--- config.mk ---
export PLATFORM = sky130hd
export DESIGN_NAME = dmem_arbiter
export DESIGN_NICKNAME = d
export VERILOG_FILES = /design/src/rtl/dmem_arbiter.sv
export SDC_FILE = /design/constraint.sdc
export NUM_CORES = 1
export LEC_CHECK = 0
export BUFFER_PORTS_ARGS = -buffer_cell sky130_fd_sc_hd__buf_4
export CORE_AREA = 5 5 86 88
export CTS_BUF_LIST = sky130_fd_sc_hd__clkbuf_16
export DETAILED_ROUTE_END_ITERATION = 16
export DIE_AREA = 0 0 91 93
export PLACE_DENSITY = 0.7
export SYNTH_ARGS = -nofsm -noshare
export SYNTH_HDL_FRONTEND = slang
export SYNTH_SLANG_ARGS = --single-unit
--- constraint.sdc ---
create_clock -name clk -period 1.62 [get_ports clk]
set_input_delay 0.162 -clock clk [delete_from_list [all_inputs] [get_ports clk]]
set_output_delay 0.162 -clock clk [all_outputs]
set_load 0.01 [all_outputs]
--- src/rtl/dmem_arbiter.sv ---
// dmem_arbiter
//   Shares the single-ported data memory between the core load/store path and
//   an auxiliary requester (loader / debug port). One access is issued per
//   cycle. The core has priority. The aux port wins once it has waited
//   STARVE_LIM cycles. Read data returns one cycle after issue, and only the
//   port that issued the read sees rvalid.
//
// Ports
//   clk, reset                 clock, asynchronous active-high reset
//   core_req/we/addr/wdata     core request; core_gnt issues it this cycle
//   core_stall                 core_req & ~core_gnt
//   core_rvalid/core_rdata     core read response (cycle after the grant)
//   aux_req/we/addr/wdata      aux request; aux_gnt issues it this cycle
//   aux_rvalid/aux_rdata       aux read response (cycle after the grant)
//   mem_wr/mem_rd/mem_addr/mem_wr_data   memory command (zero-latency issue)
//   mem_rd_data                memory read data, valid one cycle after mem_rd
module dmem_arbiter #(
  parameter int unsigned DATA_W     = 32,
  parameter int unsigned ADDR_W     = 9,
  parameter int unsigned STARVE_LIM = 4
) (
  input  logic              clk,
  input  logic              reset,
  input  logic              core_req,
  input  logic              core_we,
  input  logic [ADDR_W-1:0] core_addr,
  input  logic [DATA_W-1:0] core_wdata,
  output logic              core_gnt,
  output logic              core_stall,
  output logic              core_rvalid,
  output logic [DATA_W-1:0] core_rdata,
  input  logic              aux_req,
  input  logic              aux_we,
  input  logic [ADDR_W-1:0] aux_addr,
  input  logic [DATA_W-1:0] aux_wdata,
  output logic              aux_gnt,
  output logic              aux_rvalid,
  output logic [DATA_W-1:0] aux_rdata,
  output logic              mem_wr,
  output logic              mem_rd,
  output logic [ADDR_W-1:0] mem_addr,
  output logic [DATA_W-1:0] mem_wr_data,
  input  logic [DATA_W-1:0] mem_rd_data
);

  typedef enum logic {
    TAG_CORE = 1'b0,
    TAG_AUX  = 1'b1
  } rd_tag_e;

  localparam logic [3:0] WAIT_LIM = 4'(STARVE_LIM);

  logic [3:0] wait_cnt_q, wait_cnt_d;
  logic       rd_pend_q, rd_pend_d;
  rd_tag_e    rd_tag_q, rd_tag_d;
  logic       aux_starved;

  // Grant decision. Grants are masked during reset so nothing reaches memory.
  always_comb begin
    aux_starved = (wait_cnt_q == WAIT_LIM);
    core_gnt    = ~reset & core_req & ~(aux_req & aux_starved);
    aux_gnt     = ~reset & aux_req & (~core_req | aux_starved);
    core_stall  = ~reset & core_req & ~core_gnt;
  end

  // Memory command mux. With no grant the bus is driven to zero.
  always_comb begin
    mem_wr      = 1'b0;
    mem_rd      = 1'b0;
    mem_addr    = '0;
    mem_wr_data = '0;
    if (core_gnt) begin
      mem_wr      = core_we;
      mem_rd      = ~core_we;
      mem_addr    = core_addr;
      mem_wr_data = core_wdata;
    end else if (aux_gnt) begin
      mem_wr      = aux_we;
      mem_rd      = ~aux_we;
      mem_addr    = aux_addr;
      mem_wr_data = aux_wdata;
    end
  end

  // Next state: starvation counter and read-response tracking.
  always_comb begin
    wait_cnt_d = wait_cnt_q;
    if (!aux_req || aux_gnt) begin
      wait_cnt_d = '0;
    end else if (!aux_starved) begin
      wait_cnt_d = wait_cnt_q + 4'd1;
    end

    rd_pend_d = mem_rd;
    rd_tag_d  = rd_tag_q;
    if (mem_rd) begin
      rd_tag_d = aux_gnt ? TAG_AUX : TAG_CORE;
    end
  end

  always_ff @(posedge clk or posedge reset) begin
    if (reset) begin
      wait_cnt_q <= '0;
      rd_pend_q  <= 1'b0;
      rd_tag_q   <= TAG_CORE;
    end else begin
      wait_cnt_q <= wait_cnt_d;
      rd_pend_q  <= rd_pend_d;
      rd_tag_q   <= rd_tag_d;
    end
  end

  // Read response. Both ports see the memory data; only the tagged port's
  // rvalid is high. The async reset clears rd_pend_q, so a read in flight
  // at reset never returns.
  assign core_rvalid = rd_pend_q & (rd_tag_q == TAG_CORE);
  assign aux_rvalid  = rd_pend_q & (rd_tag_q == TAG_AUX);
  assign core_rdata  = mem_rd_data;
  assign aux_rdata   = mem_rd_data;

endmodule

---- Word level (Yosys, flattened, before mapping) ----
Cells that the tools add are included.
W data, S select, Z words.
storage, ports and cells
  word-level logic and storage cells ...... 35
  input port bits ......................... 120
  output and inout bits ................... 112
  register bits after elaboration ......... 6
cells by class
  $add $sub $neg .......................... 1
  equality and inequality tests ........... 2
  bitwise operators ....................... 16
  muxes and demuxes ....................... 11
  reductions and logical operators ........ 2
operators by type and width
  cell                   count
  $mux W32               2
  $mux W9                2
  $and A1 B1 Y1          8
  $mux W4                2
  $not A1 Y1             7
  $mux W1                5
  $add A4 B1 Y4 const B  1
  $eq A4 B3 Y1 const B   1
  $ne A2 B1 Y1 const B   1
  $logic_not A1 Y1       1
  $logic_or A1 B1 Y1     1
  $or A1 B1 Y1           1

---- Longest topological paths before layout ----
  word-level depth ........................ 6
  mapped depth ............................ 7
  gate-level depth less buffers ........... 5

---- Least setup slack after synthesis ----
No wires, ideal clock.
  path type ............................... reg2out
  from .................................... reg wait_cnt_q[0]
  to ...................................... out mem_addr[0]
  path buffers ............................ 2
  stages on the path, launching flop included .. 8
  arrival ................................. 1480 ps
  path slack .............................. -22 ps
  cell sequence ........................... dfrtp_1 -> inv_1 -> ha_1 -> nand4b_1 -> and3_1 -> buf_6 -> buf_6 -> a22o_1
between the ends
  word-level cells in the longest chain between the ends .. 5
  elaborated cells between the ends (all ways) .. 8
ends and longest elaborated chain
  item                    RTL line  RTL
  start, declared         53        logic [3:0] wait_cnt_q, wait_cnt_d;
  start signal, assigned  107       wait_cnt_q <= wait_cnt_d;
  $eq A4 B3 Y1            60        aux_starved = (wait_cnt_q == WAIT_LIM);
  $and A1 B1 Y1           61        core_gnt = ~reset & core_req & ~(aux_req & aux_starved);
  $not A1 Y1              61
  $and A1 B1 Y1           61
  via core_gnt            28        output logic core_gnt,
  $mux W9                 72        if (core_gnt) begin
  end, declared           41        output logic [ADDR_W-1:0] mem_addr,
The timed path passes the listed nets, and every way through them passes these cells.

---- Worst setup path in the final report ----
  from .................................... reg wait_cnt_q[0]
  to ...................................... out mem_wr_data[7]
between the ends
  word-level cells in the longest chain between the ends .. 5
  elaborated cells between the ends (all ways) .. 8
ends and longest elaborated chain
  item                                                  RTL line  RTL
  $eq A4 B3 Y1 *                                        60
  $or A1 B1 Y1 / $and A1 B1 Y1 (equally long branches)  62, 61
  $and A1 B1 Y1 / $not A1 Y1 (equally long branches)    62, 61
  $mux W32 / $and A1 B1 Y1 (equally long branches)      77, 61
  $mux W32 *                                            72
  end, declared                                         42        output logic [DATA_W-1:0] mem_wr_data,
Mark *: on every way between the ends. The rest lies on a longest branch, timed or not.

==> impl.org <==
** Logic synthesis
- Compound-Gate Fraction of Synth Area :: 33.68%
- For this run, the leading register cell type out of synthesis is sky130_fd_sc_hd__dfrtp_1.
- Yosys mapped a number of flops with a built-in enable equal to 0.
- For this run, asynchronously set or reset flops after synthesis account for 100.0%.
- Counting every instance in the synthesized netlist gives 152.
- After Yosys synthesis, and, or, nand and nor cells account for 6.887% of the synthesized area.
- Synth Area per Inst :: 8.725 sq um
- The number of nets in the synthesized netlist is 274.
- After synthesis the cells add up to 1326 sq um.
- The Yosys step of the flow raised 0 warnings.
- Adder-cell share of the synthesized area :: 1.887%
- Of the post-synthesis cell area, the part taken by muxes is 0%.
- Register bit total from synthesis :: 6
- After synthesis, the largest family of logic cells by area is buffers and inverters.
- After Yosys synthesis, XOR and XNOR cells account for 0.6604% of the synthesized area.
- After synthesis, flip-flops and latches occupy 11.32% of the total area.
- Unique masters post-synth :: 23

** Floorplan
- Count of pins on the block boundary :: 232
- Die span in x :: 91 um
- Vert. Die Dim :: 93 um
- After floorplanning, the core was divided into 30 placement rows.
- Area inside the core boundary :: 6569 sq um
- Effective utilization at floorplan :: 20.19%
- Floorplan die area :: 8463 sq um

** Timing
- Peak clock frequency supported by timing :: 542.8 MHz
- The routed design could run at a clock period as short as 1.842 ns.
- Rel. slew slack :: 80.76%
- Slew Limit Fails :: 0
- The tightest hold path in the finished design has a slack of 0.2513 ns.
- Setup repair after global routing missed its margin :: true
- Final WS setup :: -0.2223 ns
- Worst-margin pin slew :: 0.2877 ns
- Final Hold Viols :: 0
- Setup violations remaining at the end of the flow were counted as 45.
- Clock Skews :: 0.0001821 ns
- In the finished design, the share of the clock period the worst path needs comes to 113.7%.

** Route
- The detail route stage leaves a number of antenna-violating nets equal to 0.
- Detailed-route via count :: 1,403
- Post-Route WL :: 5137 um
- DRC violation count after routing :: 0
- After detailed routing, the average wire length per cell comes to 16.36 um.
- In this run, the number of DRC markers left after iteration 0 of detailed routing was 28.
- In the routed layout, each cell is associated on average with a via count of 4.468.
- DR pass1 iterations :: 4

** Finish
- Cells fill 35.39% of the core in the end.
- Excluding fillers, the count of instances in the completed layout stands at 314.
- Net count reported at finish :: 358
- Synth-to-Final Area Change :: 75.28%
- The top cell types in the final layout, fill and taps aside, are sky130_fd_sc_hd__buf_4 (111), sky130_fd_sc_hd__a22o_1 (44), sky130_fd_sc_hd__buf_6 (32), sky130_fd_sc_hd__dfrtp_1 (6), sky130_fd_sc_hd__clkbuf_16 (5).
- Reg area :: 150.1 sq um
- With fillers left out, the area of the finished cells amounts to 2325 sq um.
- Layout cells sized above 1 :: 68.80%
- Summing all multi-input logic gate instances after layout gives 600.6 sq um.
- Fill cells in the final layout number 683.
- The repair_antennas step left the layout with diodes totalling 0.
- The library cell used most frequently in the layout, excluding fill and tap cells, is sky130_fd_sc_hd__buf_4.

** Setup path
- The worst register-to-register path has a setup slack of 0.14 ns.
- Slowest CP cell :: sky130_fd_sc_hd__dfrtp_1
- FF-to-FF path depth :: 8
- The worst setup path is captured at a primary output.
- Data on the critical path arrives at its endpoint at 1.68 ns.
- CP Data Required Time :: 1.46 ns
- STA classifies the critical path startpoint as a flop.
- In this run the critical register-to-register path is captured at rd_pend_q$_DFF_PP0_.
- Critical-path maximum fanout :: 14
- On the worst path, the slowest cell contributes a delay of 0.38 ns.
- The setup path with the least slack is of type flop to primary output.
- The startpoint identified for the worst register-to-register timing path is wait_cnt_q[0]$_DFFE_PP0P_.
- Traced cell by cell, the critical path runs through inv_2 > ha_4 > nand4b_1 > and3_4 > buf_12 > a22o_1 > buf_6.

** Hold path
- Worst Hold Launch :: reset
- The path class of the tightest hold or removal check is input pin to flop.
- The worst hold path terminates at wait_cnt_q[1]$_DFFE_PP0P_.
- The worst hold path passes through 3 cells.

** Pwr
- Worst IR drop on VDD :: 0.0005850 V
- Dividing total power by cell area gives a power density of 488.1 nW/um^2.
- Summed over all cells, the static leakage comes to 1.201 nW.
- Total power consumption of the routed design :: 1.135 mW

** CTS
- Clock network latency to the later pin of the worst-skew pair :: 0.23 ns
- CTS saw 6 sinks.
- Number of H-tree levels :: 1
- No sink is reached through more buffers than the 2 on the longest clock path.
- Buffer cell driving the clock tree root :: sky130_fd_sc_hd__clkbuf_16
- After clock tree synthesis, the clock-pin slew on the worst setup and hold paths is 0.03 ns.
- TritonCTS built the clock tree.
- In this run, CTS created clock tree buffers numbering 3.

** Global route
- Wire length of the first global-routing pass :: 7376 um
- Overall fraction of global-route tracks in use :: 10.49%
- The number of antenna violations at the first check in global routing came to 0.
- After global routing the overflow that remains totals 0.
- Pin count of the biggest net entering global routing :: 29
- The number of global-route vias before repair came to 1,485.

** Placed design
- Weighted congestion at the end of routability-driven global placement :: 0.6732
- The placed instances occupy a cell area of 1973 sq um.
- Quantity of I/O buffers inserted on ports :: 135
- Inst Count DP :: 304
- DP HPWL :: 3920 um

** Status
- Run status :: finished, violations left
- Violated checks :: negative setup slack

** Job
- Max-cap check violation count :: 0
==> timing repair <==
action                                 4_1_cts  5_1_grt
gates cloned                                 1        2
setup endpoints to repair                   46       46
pin swaps                                    3        3
setup buffers                                1        3
endpoints found under the hold margin        6        0
resized for setup                           33        8
hold buffers                                 1        0
==> worst max-delay path by stage <==
stage	from	end	slack, ns
6_report	wait_cnt_q[0]$_DFFE_PP0P_	mem_wr_data[7]	-0.22
2_1_floorplan	wait_cnt_q[0]$_DFFE_PP0P_	mem_addr[0]	0.0007
5_1_grt	wait_cnt_q[0]$_DFFE_PP0P_	mem_wr_data[10]	-0.30
3_3_place_gp	wait_cnt_q[1]$_DFFE_PP0P_	mem_addr[2]	-0.06
4_1_cts	wait_cnt_q[0]$_DFFE_PP0P_	mem_wr_data[10]	-0.22
3_5_place_dp	wait_cnt_q[1]$_DFFE_PP0P_	mem_wr_data[23]	-0.09
==> critical path: cells and delay by family, from the launching register on <==
family	cells	cell delay, ns
and+or+nand+nor	2	0.36
buffers and inverters	3	0.36
AOI/OAI and AO/OA	1	0.20
DFF	1	0.38
adders and majority gates	1	0.15
==> logic make-up after synthesis <==
family	Yosys count
AOI/OAI and AO/OA	51
xor gates and xnor gates	1
adders and majority gates	2
buffers and inverters	79
DFF	6
and+or+nand+nor	13
==> synth_stat cells, types with 2 or more instances <==
library cell	number	area [sq um]
sky130_fd_sc_hd__a22o_1	44	385.4
sky130_fd_sc_hd__buf_4	64	480.5
sky130_fd_sc_hd__buf_6	9	101.4
sky130_fd_sc_hd__dfrtp_1	6	150.1
sky130_fd_sc_hd__ha_1	2	25.02
sky130_fd_sc_hd__inv_1	6	22.52
sky130_fd_sc_hd__nand2b_1	2	12.51
sky130_fd_sc_hd__nand3_1	2	10.01
sky130_fd_sc_hd__nor3_1	2	10.01
sky130_fd_sc_hd__o21ai_0	2	10.01
==> stage by stage <==
step	worst slack [ns]	TNS (ns)
2_1_floorplan	0.0006997	0
3_3_place_gp	-0.06168	-1.477
3_5_place_dp	-0.08637	-2.600
4_1_cts	-0.2240	-8.658
5_1_grt	-0.3009	-12.14
6_report	-0.2223	-8.947
==> registers in the layout, indices dropped and copies added, names as in the netlist <==
register	count
rd_tag_q	1
rd_pend_q	1
wait_cnt_q	4
==> per-layer routing <==
metal / track usage, % / up-vias / share of wire, %
li1: - / 659 / -
met1: 11.17 / 614 / 36
met2: 17.61 / 103 / 48
met3: 5.873 / 27 / 13
met4: 3.301 / 0 / 2.1
met5: 0 / - / 0
==> where the power goes <==
| part | internal (mW) | total [mW] | leakage [nW] | switching (mW) |
|---|---|---|---|---|
| clock | 0.317 | 0.398 | 0.0370 | 0.0812 |
| sequential | 0.162 | 0.169 | 0.0798 | 0.00778 |
| combinational | 0.363 | 0.568 | 1.08 | 0.204 |
==> cell type report <==
class | instances | share of cell area, %
clock buffers | 3 | 3.229
inverters | 6 | 0.9688
flip-flops and latches | 6 | 6.459
well taps | 80 | 4.306
multi-input cells | 67 | 25.83
repair buffers | 152 | 59.20
Note: power is estimated with default switching activity, not from simulation.
